<file path="src/rtl/seq_detector_pkg.sv">
// -----------------------------------------------------------------------------
// seq_det_pkg
// Shared constants and types for the serial pattern detector.
//   SEQ_DET_PAT_LEN_DEF  default pattern length in bits
//   SEQ_DET_CNT_W_DEF    default match counter width
//   SEQ_DET_RST_PATTERN  pattern register value after reset (zero-extended)
//   seq_mode_e           detection mode selected by the overlap input
// -----------------------------------------------------------------------------
package seq_det_pkg;

    localparam int         SEQ_DET_PAT_LEN_DEF = 4;
    localparam int         SEQ_DET_CNT_W_DEF   = 8;
    localparam logic [3:0] SEQ_DET_RST_PATTERN = 4'b1101;

    typedef enum logic {
        SEQ_NONOVERLAP = 1'b0,
        SEQ_OVERLAP    = 1'b1
    } seq_mode_e;

endpackage : seq_det_pkg

</file>
<file path="src/rtl/seq_detector_if.sv">
// -----------------------------------------------------------------------------
// seq_detector_if
// Bundles the data/control/status signals of seq_detector.
//   x_valid, x      qualified serial input bit
//   pattern_in      new pattern (bit PAT_LEN-1 is the oldest bit)
//   pattern_load    load pattern_in, restart history
//   overlap         1 = overlapping detection, 0 = non-overlapping
//   count_clr       clear the match counter
//   z               registered match pulse
//   match_count     saturating match count
//   pattern         current pattern register
//   z_early         combinational match (only with SEQ_DETECTOR_EARLY_Z_EN)
// Modports: master drives the inputs, slave is the detector.
// -----------------------------------------------------------------------------
interface seq_detector_if
    import seq_det_pkg::*;
#(
    parameter int PAT_LEN = SEQ_DET_PAT_LEN_DEF,
    parameter int CNT_W   = SEQ_DET_CNT_W_DEF
);

    logic               x_valid;
    logic               x;
    logic [PAT_LEN-1:0] pattern_in;
    logic               pattern_load;
    logic               overlap;
    logic               count_clr;
    logic               z;
    logic [CNT_W-1:0]   match_count;
    logic [PAT_LEN-1:0] pattern;
`ifdef SEQ_DETECTOR_EARLY_Z_EN
    logic               z_early;
`endif

`ifdef SEQ_DETECTOR_EARLY_Z_EN
    modport master (
        output x_valid, x, pattern_in, pattern_load, overlap, count_clr,
        input  z, match_count, pattern, z_early
    );

    modport slave (
        input  x_valid, x, pattern_in, pattern_load, overlap, count_clr,
        output z, match_count, pattern, z_early
    );
`else
    modport master (
        output x_valid, x, pattern_in, pattern_load, overlap, count_clr,
        input  z, match_count, pattern
    );

    modport slave (
        input  x_valid, x, pattern_in, pattern_load, overlap, count_clr,
        output z, match_count, pattern
    );
`endif

endinterface : seq_detector_if

</file>
<file path="src/rtl/seq_detector_sat_counter.sv">
// -----------------------------------------------------------------------------
// sat_counter
// W-bit registered up-counter that saturates at all-ones.
//   clk    clock
//   reset  synchronous, active-high; clears the count
//   clr    clear request
//   inc    increment request
//   count  current count
// clr together with inc yields 1, so an event on the clearing edge is kept.
// -----------------------------------------------------------------------------
module sat_counter #(
    parameter int W = 8
) (
    input  logic         clk,
    input  logic         reset,
    input  logic         clr,
    input  logic         inc,
    output logic [W-1:0] count
);

    localparam logic [W-1:0] CNT_MAX = {W{1'b1}};
    localparam logic [W-1:0] CNT_ONE = W'(1);

    logic [W-1:0] count_r;
    logic [W-1:0] count_next_s;

    // Next count: clear has priority, increment stops at all-ones.
    always_comb begin
        count_next_s = count_r;
        if (clr && inc) begin
            count_next_s = CNT_ONE;
        end else if (clr) begin
            count_next_s = {W{1'b0}};
        end else if (inc && (count_r != CNT_MAX)) begin
            count_next_s = count_r + CNT_ONE;
        end else begin
            count_next_s = count_r;
        end
    end

    // Count register.
    always_ff @(posedge clk) begin
        if (reset) begin
            count_r <= {W{1'b0}};
        end else begin
            count_r <= count_next_s;
        end
    end

    assign count = count_r;

endmodule : sat_counter

</file>
<file path="src/rtl/seq_detector.sv">
// -----------------------------------------------------------------------------
// seq_detector
// Serial bit-pattern detector with runtime-loadable pattern of PAT_LEN bits.
// One qualified bit per cycle shifts into a history register; when the
// history equals the pattern and at least PAT_LEN bits have been collected,
// a one-cycle registered pulse z is produced and match_count increments.
//   clk          clock, rising edge
//   reset        synchronous, active-high; overrides every other input
//   bus (slave)  seq_detector_if: x_valid, x, pattern_in, pattern_load,
//                overlap, count_clr in; z, match_count, pattern out
// Optional macro SEQ_DETECTOR_EARLY_Z_EN adds bus.z_early, a combinational
// match output that leads z by one cycle.
// -----------------------------------------------------------------------------
module seq_detector
    import seq_det_pkg::*;
#(
    parameter int                 PAT_LEN     = SEQ_DET_PAT_LEN_DEF,
    parameter int                 CNT_W       = SEQ_DET_CNT_W_DEF,
    parameter logic [PAT_LEN-1:0] RST_PATTERN = PAT_LEN'(SEQ_DET_RST_PATTERN)
) (
    input  logic         clk,
    input  logic         reset,
    seq_detector_if.slave bus
);

    // fill counts 0..PAT_LEN inclusive.
    localparam int                FILL_W    = $clog2(PAT_LEN + 1);
    localparam logic [FILL_W-1:0] FILL_FULL = FILL_W'(PAT_LEN);
    localparam logic [FILL_W-1:0] FILL_LAST = FILL_W'(PAT_LEN - 1);
    localparam logic [FILL_W-1:0] FILL_ONE  = FILL_W'(1);

    logic [PAT_LEN-1:0] hist_r;
    logic [FILL_W-1:0]  fill_r;
    logic [PAT_LEN-1:0] pattern_r;
    logic               z_r;

    logic [PAT_LEN-1:0] next_hist_s;
    logic [FILL_W-1:0]  fill_next_s;
    logic               accept_s;
    logic               match_s;
    seq_mode_e          mode_s;
    logic [CNT_W-1:0]   count_s;

    assign mode_s      = seq_mode_e'(bus.overlap);
    assign accept_s    = bus.x_valid & ~bus.pattern_load;
    assign next_hist_s = {hist_r[PAT_LEN-2:0], bus.x};
    // (fill+1) >= PAT_LEN is the same as fill >= PAT_LEN-1.
    assign match_s     = accept_s & (next_hist_s == pattern_r) & (fill_r >= FILL_LAST);

    // Next fill: a load restarts collection; in non-overlap mode a match
    // also restarts it so the next hit needs PAT_LEN fresh bits.
    always_comb begin
        fill_next_s = fill_r;
        if (bus.pattern_load) begin
            fill_next_s = {FILL_W{1'b0}};
        end else if (bus.x_valid) begin
            case (mode_s)
                SEQ_NONOVERLAP: begin
                    if (match_s) begin
                        fill_next_s = {FILL_W{1'b0}};
                    end else if (fill_r == FILL_FULL) begin
                        fill_next_s = fill_r;
                    end else begin
                        fill_next_s = fill_r + FILL_ONE;
                    end
                end
                SEQ_OVERLAP: begin
                    if (fill_r == FILL_FULL) begin
                        fill_next_s = fill_r;
                    end else begin
                        fill_next_s = fill_r + FILL_ONE;
                    end
                end
                default: fill_next_s = fill_r;
            endcase
        end else begin
            fill_next_s = fill_r;
        end
    end

    // History, fill, pattern and match pulse registers.
    always_ff @(posedge clk) begin
        if (reset) begin
            hist_r    <= {PAT_LEN{1'b0}};
            fill_r    <= {FILL_W{1'b0}};
            pattern_r <= RST_PATTERN;
            z_r       <= 1'b0;
        end else begin
            z_r    <= match_s;
            fill_r <= fill_next_s;
            if (bus.pattern_load) begin
                pattern_r <= bus.pattern_in;
                hist_r    <= {PAT_LEN{1'b0}};
            end else if (bus.x_valid) begin
                hist_r <= next_hist_s;
            end else begin
                hist_r <= hist_r;
            end
        end
    end

    sat_counter #(
        .W (CNT_W)
    ) u_match_cnt (
        .clk   (clk),
        .reset (reset),
        .clr   (bus.count_clr),
        .inc   (match_s),
        .count (count_s)
    );

    assign bus.z           = z_r;
    assign bus.match_count = count_s;
    assign bus.pattern     = pattern_r;

`ifdef SEQ_DETECTOR_EARLY_Z_EN
    assign bus.z_early = match_s;
`endif

endmodule : seq_detector

</file>
<file path="src/flat_wrapper.sv">
// flat-port wrapper written by rule: the top's interface ports become plain ports
module seq_detector_flat import seq_det_pkg::*;
#(
    parameter int                 PAT_LEN     = SEQ_DET_PAT_LEN_DEF,
    parameter int                 CNT_W       = SEQ_DET_CNT_W_DEF,
    parameter logic [PAT_LEN-1:0] RST_PATTERN = PAT_LEN'(SEQ_DET_RST_PATTERN)
)
  (clk, reset, bus_x_valid, bus_x, bus_pattern_in, bus_pattern_load, bus_overlap, bus_count_clr, bus_z, bus_match_count, bus_pattern);
  seq_detector_if #(.PAT_LEN(PAT_LEN), .CNT_W(CNT_W)) bus_i ();
  input  logic clk;
  input  logic reset;
  input wire logic [$bits(bus_i.x_valid)-1:0] bus_x_valid;
  input wire logic [$bits(bus_i.x)-1:0] bus_x;
  input wire logic [$bits(bus_i.pattern_in)-1:0] bus_pattern_in;
  input wire logic [$bits(bus_i.pattern_load)-1:0] bus_pattern_load;
  input wire logic [$bits(bus_i.overlap)-1:0] bus_overlap;
  input wire logic [$bits(bus_i.count_clr)-1:0] bus_count_clr;
  output wire logic [$bits(bus_i.z)-1:0] bus_z;
  output wire logic [$bits(bus_i.match_count)-1:0] bus_match_count;
  output wire logic [$bits(bus_i.pattern)-1:0] bus_pattern;
  assign bus_i.x_valid = bus_x_valid;
  assign bus_i.x = bus_x;
  assign bus_i.pattern_in = bus_pattern_in;
  assign bus_i.pattern_load = bus_pattern_load;
  assign bus_i.overlap = bus_overlap;
  assign bus_i.count_clr = bus_count_clr;
  assign bus_z = bus_i.z;
  assign bus_match_count = bus_i.match_count;
  assign bus_pattern = bus_i.pattern;
  seq_detector #(.PAT_LEN(PAT_LEN), .CNT_W(CNT_W), .RST_PATTERN(RST_PATTERN)) u_core (.clk(clk), .reset(reset), .bus(bus_i));
endmodule
</file>
<file path="config.mk">
export PLATFORM = sky130hd
export DESIGN_NAME = seq_detector_flat
export DESIGN_NICKNAME = d
export VERILOG_FILES = /design/src/rtl/seq_detector_pkg.sv /design/src/rtl/seq_detector_if.sv /design/src/rtl/seq_detector_sat_counter.sv /design/src/rtl/seq_detector.sv /design/src/flat_wrapper.sv
export SDC_FILE = /design/constraint.sdc
export NUM_CORES = 1
export LEC_CHECK = 0
export ABC_AREA = 1
export CORE_MARGIN = 2
export CORE_UTILIZATION = 50
export DETAILED_ROUTE_END_ITERATION = 10
export GPL_ROUTABILITY_DRIVEN = 1
export GPL_TIMING_DRIVEN = 0
export PLACE_DENSITY = 0.9
export SYNTH_ARGS = -nofsm -noshare
export SYNTH_HDL_FRONTEND = slang
export SYNTH_SLANG_ARGS = --single-unit
</file>
<file path="constraint.sdc">
create_clock -name clk -period 1.9 [get_ports clk]
set_input_delay 0.57 -clock clk [delete_from_list [all_inputs] [get_ports clk]]
set_output_delay 0.57 -clock clk [all_outputs]
set_load 0.005 [all_outputs]
</file>
Word-level counts from Yosys, hierarchy flattened

Index checks and enable logic that the tools add are counted.

Flip-flop bits (word level): 19
Input port bits: 11
Logic and storage cells: 28

Add/sub/neg operators: 2
$lt $le $gt $ge: 1
Equality and inequality tests: 3
Muxes and demuxes: 6
Bitwise logic cells: 5
Reduce and logical (&&, ||, !) cells: 5

Operator list:

| operator              | count |
|---|---|
| $add A8 B1 Y8 const B | 1 |
| $ne A8 B8 Y1 const B  | 1 |
| $mux W3               | 2 |
| $pmux W3 S2           | 1 |
| $eq A4 B4 Y1          | 1 |
| $add A3 B1 Y3 const B | 1 |
| $and A1 B1 Y1         | 3 |
| $eq A3 B3 Y1 const B  | 1 |
| $ge A3 B2 Y1 const B  | 1 |
| $mux W1               | 3 |
| $reduce_bool A3 Y1    | 1 |
| $reduce_or A3 Y1      | 1 |
| $logic_and A1 B1 Y1   | 2 |
| $not A1 Y1            | 2 |
| $reduce_or A2 Y1      | 1 |

Logic depth before layout (Yosys ltp)

Gate-level depths: netlist of the first run.

Depth in word-level cells: 8
Mapped depth: 11
Mapped depth without buffers: 11

By module

Synthesis of the first run repeated with hierarchy kept, for this count alone.

Cells, all modules: 151
Area total of the unflattened synthesis: 1,014.7 sq um

By module, submodules not included:

| module       | instances | cells an instance | area each (sq um) | seq. area each (sq um) |
|---|---|---|---|---|
| seq_detector | 1         | 80                | 540.5             | 220.2 |
| sat_counter  | 1         | 71                | 474.2             | 160.2 |

Least setup slack after synthesis of the first run

OpenSTA, ideal clock, no wires.

Path type: input to register
Start point: input bus_x_valid
End point: register u_core.u_match_cnt.count_r[1] (netlist: u_core.u_match_cnt.count[1])
Library setup time: 0.115 ns
Arrival: 1.305 ns
Data required time: 1.785 ns
Slack: 0.480 ns
Stages on the path: 8
Buffers on the path: 1
Cells stage by stage: buf_6 > inv_4 > nor2_4 > nand2_4 > nor2_8 > nand4_2 > o21ai_1 > nor2_1

Longest elaborated chain between the ends: 5
Elaborated cells between the ends (all ways): 6
Classes of those cells: bitwise (3); reduce/logical (3)

Ends and longest elaborated chain:

| what                              | RTL line                       | source |
|---|---|---|
| start: declaration                | flat_wrapper.sv:12             | `input wire logic [$bits(bus_i.x_valid)-1:0] bus_x_valid;` |
| $and A1 B1 Y1 (*)                 | seq_detector.sv:45             | `assign accept_s = bus.x_valid & ~bus.pattern_load;` |
| $and A1 B1 Y1 (*) (2 in series)   | seq_detector.sv:48             | `assign match_s = accept_s & (next_hist_s == pattern_r) & (fill_r >= FILL_LAST);` |
| $logic_and A1 B1 Y1               | seq_detector_sat_counter.sv:30 | `if (clr && inc) begin` |
| $reduce_or A3 Y1 (no source line) | n/a                            |  |
| end signal: assignment            | seq_detector_sat_counter.sv:44 | `count_r <= {W{1'b0}};` |
| end signal: assignment            | seq_detector_sat_counter.sv:46 | `count_r <= count_next_s;` |
| end: declaration                  | seq_detector_sat_counter.sv:24 | `logic [W-1:0] count_r;` |

Every way passes the cells marked *; elsewhere a longest branch is shown, timed or not.
A chain may end at the register's enable or synchronous reset.

Final worst setup path of the first run

Start point: register u_core.u_match_cnt.count_r[2] (netlist: u_core.u_match_cnt.count[2])
End point: output bus_match_count[2]

RTL lines:

| what             | RTL line           | source |
|---|---|---|
| end: declaration | flat_wrapper.sv:19 | `output wire logic [$bits(bus_i.match_count)-1:0] bus_match_count;` |

No word-level cell between the ends.

==> metrics.md, run 1 <==
| Metric | Value |
|---|---|
| Status | `complete, no violations` |
| Multi-input gate area | `629.4 sq um` |
| Vias in the first global route | `1030` |
| Power per cell area | `between 500 and 600 nW/um^2` |
| Initial antenna violation count | `0` |
| Ys Warns | `0` |
| Crit path cell chain | `clkdlybuf4s50_1` |
| Netlist cell types | `24` |
| NumNets Final | `slightly above 200` |
| Die X | `51.75 microns` |
| # fillers | `197` |
| Pre-CTS WS | `-88.57 ps` |
| Root Buffer | `clkbuf_4` |
| Maximum achievable frequency | `535.3 MHz` |
| CP bufs+invs | `1` |
| Initial core utilization | `52.03%` |
| ANT nets after route | `0` |
| FF/Latch Area | `381.6 sq um` |
| Slew Viols, Final | `0` |
| Mapped Area | `~1100 sq um` |
| Synth Register Bits | `19` |
| Slew @ Worst Pin | `315.9 ps` |
| WP data required | `1330 ps` |
| Placed cell areas | `1385 sq um` |
| MaxCap Viol Count | `0` |
| Crit-path max FO | `5` |
| Startpoint types | `register` |
| Fraction of layout instances using a drive strength above 1 | `13.09%` |
| Pleak | `~0.63 nW` |
| CTS buffer count | `3` |
| Post-route cell area | `roughly 1400 sq um` |
| Synth Instances | `~170` |
| Post-route minimum period | `1868 ps` |
| Gr usage total | `20.13%` |
| Crit path largest cell delay | `550 ps` |
| Worst hold path type | `in2reg` |
| # Post-CTS Setup Buffers | `0` |
| Htree depth | `1` |
| Final Hold Viols | `0` |
| Final worst-path setup slack | `31.97 ps` |
| Fin crit share | `98.32%` |
| Synth Net Count | `around 180` |
| Die area | `2678 sq um` |
| I/O pins | `24` |
| Die span in y | `51.75 microns` |
| Port Buf Inserts | `21` |
| Most frequent cells in the layout | `nand2_1, inv_1, clkdlybuf4s50_1` |
| Sink Count | `19` |
| Crit Path Category | `reg2out` |
| Final wirelength | `2472 microns` |
| Syn avg cell area | `6.867 sq um` |
| Post-DP HPWL | `~1900 microns` |
| Initial DRC count | `45` |
| # diodes | `0` |
| Main synth FF type | `dfxtp_1` |
| Clock Latency Late Sink | `300 ps` |
| Largest net degree at the start of global routing | `12` |
| Max-slew headroom | `78.86%` |
| Final Setup Violations | `0` |
| Finished Core Util | `around 65%` |
| CP endpoint kind | `output port` |
| Most common cell after layout, fill and taps aside | `nand2_1` |
| Wire length per cell | `between 10 and 15 microns` |
| Seq/Total Area, Yosys | `33.37%` |
| CP top delay family | `buffers and inverters` |
| RSZ-0062 raised after global routing | `false` |
| CTS clock-pin slew for the worst setup and hold paths | `110 ps` |
| Clk buf depth | `2` |
| First-pass GRT wire length | `roughly 4200 microns` |
| CORE AREA | `about 2200 sq um` |
| Vias/cell | `5.196` |
| CP max stage cell | `clkdlybuf4s50_1` |
| Final Skew | `5.154 ps` |
| CTS tree | `built` |
| CP arrival | `1300 ps` |
| Post-synth EDFFs | `0` |
| Area grow syn2layout | `24.04%` |
| Worst VDD drop | `0.3663 mV` |
| Rows | `17` |
| DRC Markers | `0` |
| Via count | `1138` |
| Setup TNS | `0 ps` |
| Initial DRT Pass Iterations | `4` |
| GRT overflow | `0` |
| Final GP Congestion | `0.8158` |
| Ys async rst share | `0%` |
-- power by group --
part	total (mW)	internal, mW	switching, mW
registers	0.418	0.409	0.00914
clock network	0.209	0.0786	0.130
logic	0.114	0.0518	0.0620
total	0.741	0.540	0.201
-- routing by layer --
layer,global-route usage (%),share of wire (%),vias to the layer above
li1,-,-,576
met1,25.27,43,519
met2,34.83,51,39
met3,2.586,4.9,4
met4,7.895,1.4,0
met5,0,0,-
-- repair_timing --
item | 4_1_cts | 5_1_grt
hold buffers | 0 | 0
resized for setup | 0 | 1
setup endpoints to repair | 0 | 1
-- registers in the layout (all words and copies together), names as in the netlist --
register                  cells
u_core.u_match_cnt.count      8
u_core.bus.pattern            4
u_core.fill_r                 3
u_core.hist_r                 3
u_core.bus.z                  1
-- final timing paths --
kind | startpoint | to | slack, ps | depth (start not counted)
max | u_core.u_match_cnt.count[2] | bus_match_count[2] | 30 | 1
min | bus_x_valid | u_core.fill_r[1] | 480 | 2
max reg2reg | u_core.fill_r[1] | u_core.u_match_cnt.count[1] | 310 | 9
min reg2reg | u_core.hist_r[1] | u_core.hist_r[2] | 500 | 2
-- synthesized netlist by cell type (2+ instances only) --
library cell  number  area, sq um
nor3_1             2        10.01
nor2_4             3        33.78
inv_1             22        82.58
nand4_1            5        31.28
xor2_1             2        17.52
inv_2              5        18.77
buf_6              2        22.52
nand3_1            6        30.03
o21ai_1            2        10.01
nor2_1            17        63.81
ha_1               4        50.05
dfxtp_1           19        380.4
nand2_2            2        12.51
nor2_2             3        18.77
o21ai_0           10        50.05
nand2_1           41        153.9
a21oi_1           14        70.07
-- layout make-up --
class	instances	area share, %
clock inverters	1	0.3540
flip-flops and latches	19	26.99
clock buffers	3	1.593
plain buffers	2	1.593
inverters	28	7.611
well taps	28	2.478
multi-input cells	117	44.51
repair buffers	21	14.87
-- cell families after synthesis --
group / count (synthesis) / synth area share [%]
flops: 19 / 33.37
xor+xnor: 3 / 2.306
buf+inv: 30 / 11.42
compound gates: 27 / 12.08
simple gates: 83 / 36.44
fa+ha+maj: 4 / 4.391
-- per-stage QoR --
step / total power [mW] / std cells / hold WS, ps
final: 0.7409 / 219 / 483.6
after CTS: 0.7490 / 219 / 474.7
after global routing: 0.7737 / 219 / 477.8
after detailed placement: 0.5414 / 215 / 488.7
after floorplan: 0.4963 / 166 / 446.9
after global placement: 0.5359 / 215 / 461.8
Power figures use the tool's default switching activity.
==> inputs of run 2 (changes only) <==
--- a/config.mk
+++ b/config.mk
@@ -8,6 +8,7 @@
 export ABC_AREA = 1
 export CORE_MARGIN = 2
 export CORE_UTILIZATION = 50
+export CTS_CLUSTER_DIAMETER = 50
 export DETAILED_ROUTE_END_ITERATION = 10
 export GPL_ROUTABILITY_DRIVEN = 1
 export GPL_TIMING_DRIVEN = 0
==> constraint.sdc (replaced) <==
create_clock -name clk -period 1.8 [get_ports clk]
set_input_delay 0.54 -clock clk [delete_from_list [all_inputs] [get_ports clk]]
set_output_delay 0.54 -clock clk [all_outputs]
set_load 0.005 [all_outputs]
==> run 2 against run 1 <==
  * Final area up 0.62%
  * Register-to-register slack worse by 110 ps
  * Largest power group unchanged
  * Sequential power up 5.7%
  * Largest cell class unchanged
  * Critical endpoint is now bus_match_count[1]
==> metrics.md, run 2 (synthesized netlist as in run 1, its figures left out) <==
| Metric | Value |
|---|---|
| Clock Latency Late Sink | `between 300 and 400 ps` |
| Hold Slack | `449.9 ps` |
| Final GP Congestion | `about 0.82` |
| Gr usage total | `20.13%` |
| GRT overflow | `0` |
| Multi-input gate area | `629.4 sq um` |
| Min-Delay Endpoint | `u_core.fill_r[1]` |
| Clk buf depth | `2` |
| Post-DP HPWL | `1935 microns` |
| CTS clock-pin slew for the worst setup and hold paths | `120 ps` |
| Area grow syn2layout | `24.81%` |
| Via count | `1140` |
| Final wirelength | `2474 microns` |
| Maximum achievable frequency | `567.3 MHz` |
| Sink Count | `19` |
| Slew @ Worst Pin | `318.2 ps` |
| Slew Viols, Final | `0` |
| CP max stage cell | `clkdlybuf4s50_1` |
| CTS tree | `built` |
| Power per cell area | `approximately 550 nW/um^2` |
| Wire length per cell | `11.30 microns` |
| WP data required | `1260 ps` |
| Worst VDD drop | `0.3912 mV` |
| Crit-path max FO | `4` |
| # diodes | `0` |
| Final Hold Viols | `0` |
| CORE AREA | `roughly 2200 sq um` |
| Initial core utilization | `between 50% and 60%` |
| Root Buffer | `clkbuf_4` |
| # fillers | `about 200` |
| Hold_sp | `bus_x_valid` |
| Die span in y | `slightly above 50 microns` |
| Largest net degree at the start of global routing | `12` |
| Reg-to-reg endpoint | `u_core.u_match_cnt.count[1]` |
| Most frequent cells in the layout | `nand2_1, inv_1, clkdlybuf4s50_1` |
| Port Buf Inserts | `21` |
| Vias in the first global route | `1030` |
| Fraction of layout instances using a drive strength above 1 | `16.75%` |
| Fin crit share | `97.93%` |
| Final Setup Violations | `0` |
| CTS buffer count | `3` |
| NumNets Final | `~210` |
| Pleak | `0.6280 nW` |
| Vias/cell | `roughly 5.2` |
| Post-route cell area | `1423 sq um` |
| Die area | `2678 sq um` |
| Crit path largest cell delay | `520 ps` |
| Finished Core Util | `64.93%` |
| DRC Markers | `0` |
| Number of cells on the critical path | `1` |
| Startpoint types | `register` |
| Htree depth | `1` |
| Max reg flops | `8` |
| Initial DRT Pass Iterations | `4` |
| CP top delay family | `buffers and inverters` |
| CP endpoint kind | `output port` |
| CP bufs+invs | `1` |
| FF/Latch Area | `slightly below 400 sq um` |
| Placed cell areas | `~1400 sq um` |
| CP arrival | `1220 ps` |
| MaxCap Viol Count | `0` |
| Hold depth | `2` |
| Post-route minimum period | `1763 ps` |
| Status | `complete, no violations` |
| ANT nets after route | `0` |
| Final worst-path setup slack | `between 30 and 40 ps` |
| Final Skew | `8.447 ps` |
| R2R setup slack | `200 ps` |
| I/O pins | `24` |
| Most common cell after layout, fill and taps aside | `nand2_1` |
| Rows | `17` |
| Pre-CTS WS | `-158.6 ps` |
| R2r startpoint | `u_core.fill_r[1]` |
| R2R depth | `9` |
| Die X | `51.75 microns` |
| RSZ-0062 raised after global routing | `false` |
| Crit path cell chain | `clkdlybuf4s50_1` |
| Worst hold path type | `in2reg` |
| Max-slew headroom | `between 70% and 80%` |
| Initial DRC count | `40` |
| Crit Path Category | `reg2out` |
| First-pass GRT wire length | `4160 microns` |
| Initial antenna violation count | `0` |
[run 2: cell counts in the layout (fill, tap and decap cells not counted)]
No cell type changed its count.
[run 2: worst max-delay path by stage]
stage,startpoint,to,slack [ps]
floorplan,bus_x_valid,u_core.u_match_cnt.count[1],410
detailed placement,bus_x,u_core.u_match_cnt.count[1],-160
global placement,bus_x,u_core.u_match_cnt.count[1],-140
CTS,u_core.u_match_cnt.count[6],bus_match_count[6],10
finish,u_core.u_match_cnt.count[1],bus_match_count[1],40
global route,u_core.u_match_cnt.count[1],bus_match_count[1],5
[run 2: timing repair]
item | in CTS | in global routing
setup buffers | 0 | 0
gates resized for setup | 4 | 4
setup endpoints to repair | 4 | 4
hold buffers | 0 | 0
[run 2: layer usage]
layer	vias to the layer above	share of wire [%]	global-route usage, %
met5	-	0	0
met4	0	1.5	7.895
met3	4	4.0	2.586
met2	25	51	34.83
met1	534	44	25.27
li1	577	-	-
[run 2: power by group]
part / switching [mW] / leakage (nW) / internal, mW / total [mW]
Sequential: 0.00970 / 0.158 / 0.432 / 0.442
Combinational: 0.0658 / 0.452 / 0.0548 / 0.121
Clock: 0.140 / 0.0177 / 0.0830 / 0.223
Total: 0.216 / 0.628 / 0.570 / 0.786
[run 2: final cells by class]
| type | instances | share of cell area [%] |
|---|---|---|
| Buffer | 2 | 1.583 |
| Clock buffer | 3 | 1.583 |
| Clock inverter | 1 | 0.3518 |
| Inverter | 28 | 7.564 |
| Multi-Input combinational cell | 117 | 44.24 |
| Sequential cell | 19 | 27.44 |
| Tap cell | 28 | 2.463 |
| Timing Repair Buffer | 21 | 14.78 |
[run 2: stage by stage]
stage / cells / TNS, ps / total power, mW
after global routing: 219 / 0 / 0.8174
after floorplan: 166 / 0 / 0.5238
after global placement: 215 / -783.3 / 0.5657
final: 219 / 0 / 0.7857
after CTS: 219 / 0 / 0.7905
after detailed placement: 215 / -1059 / 0.5715
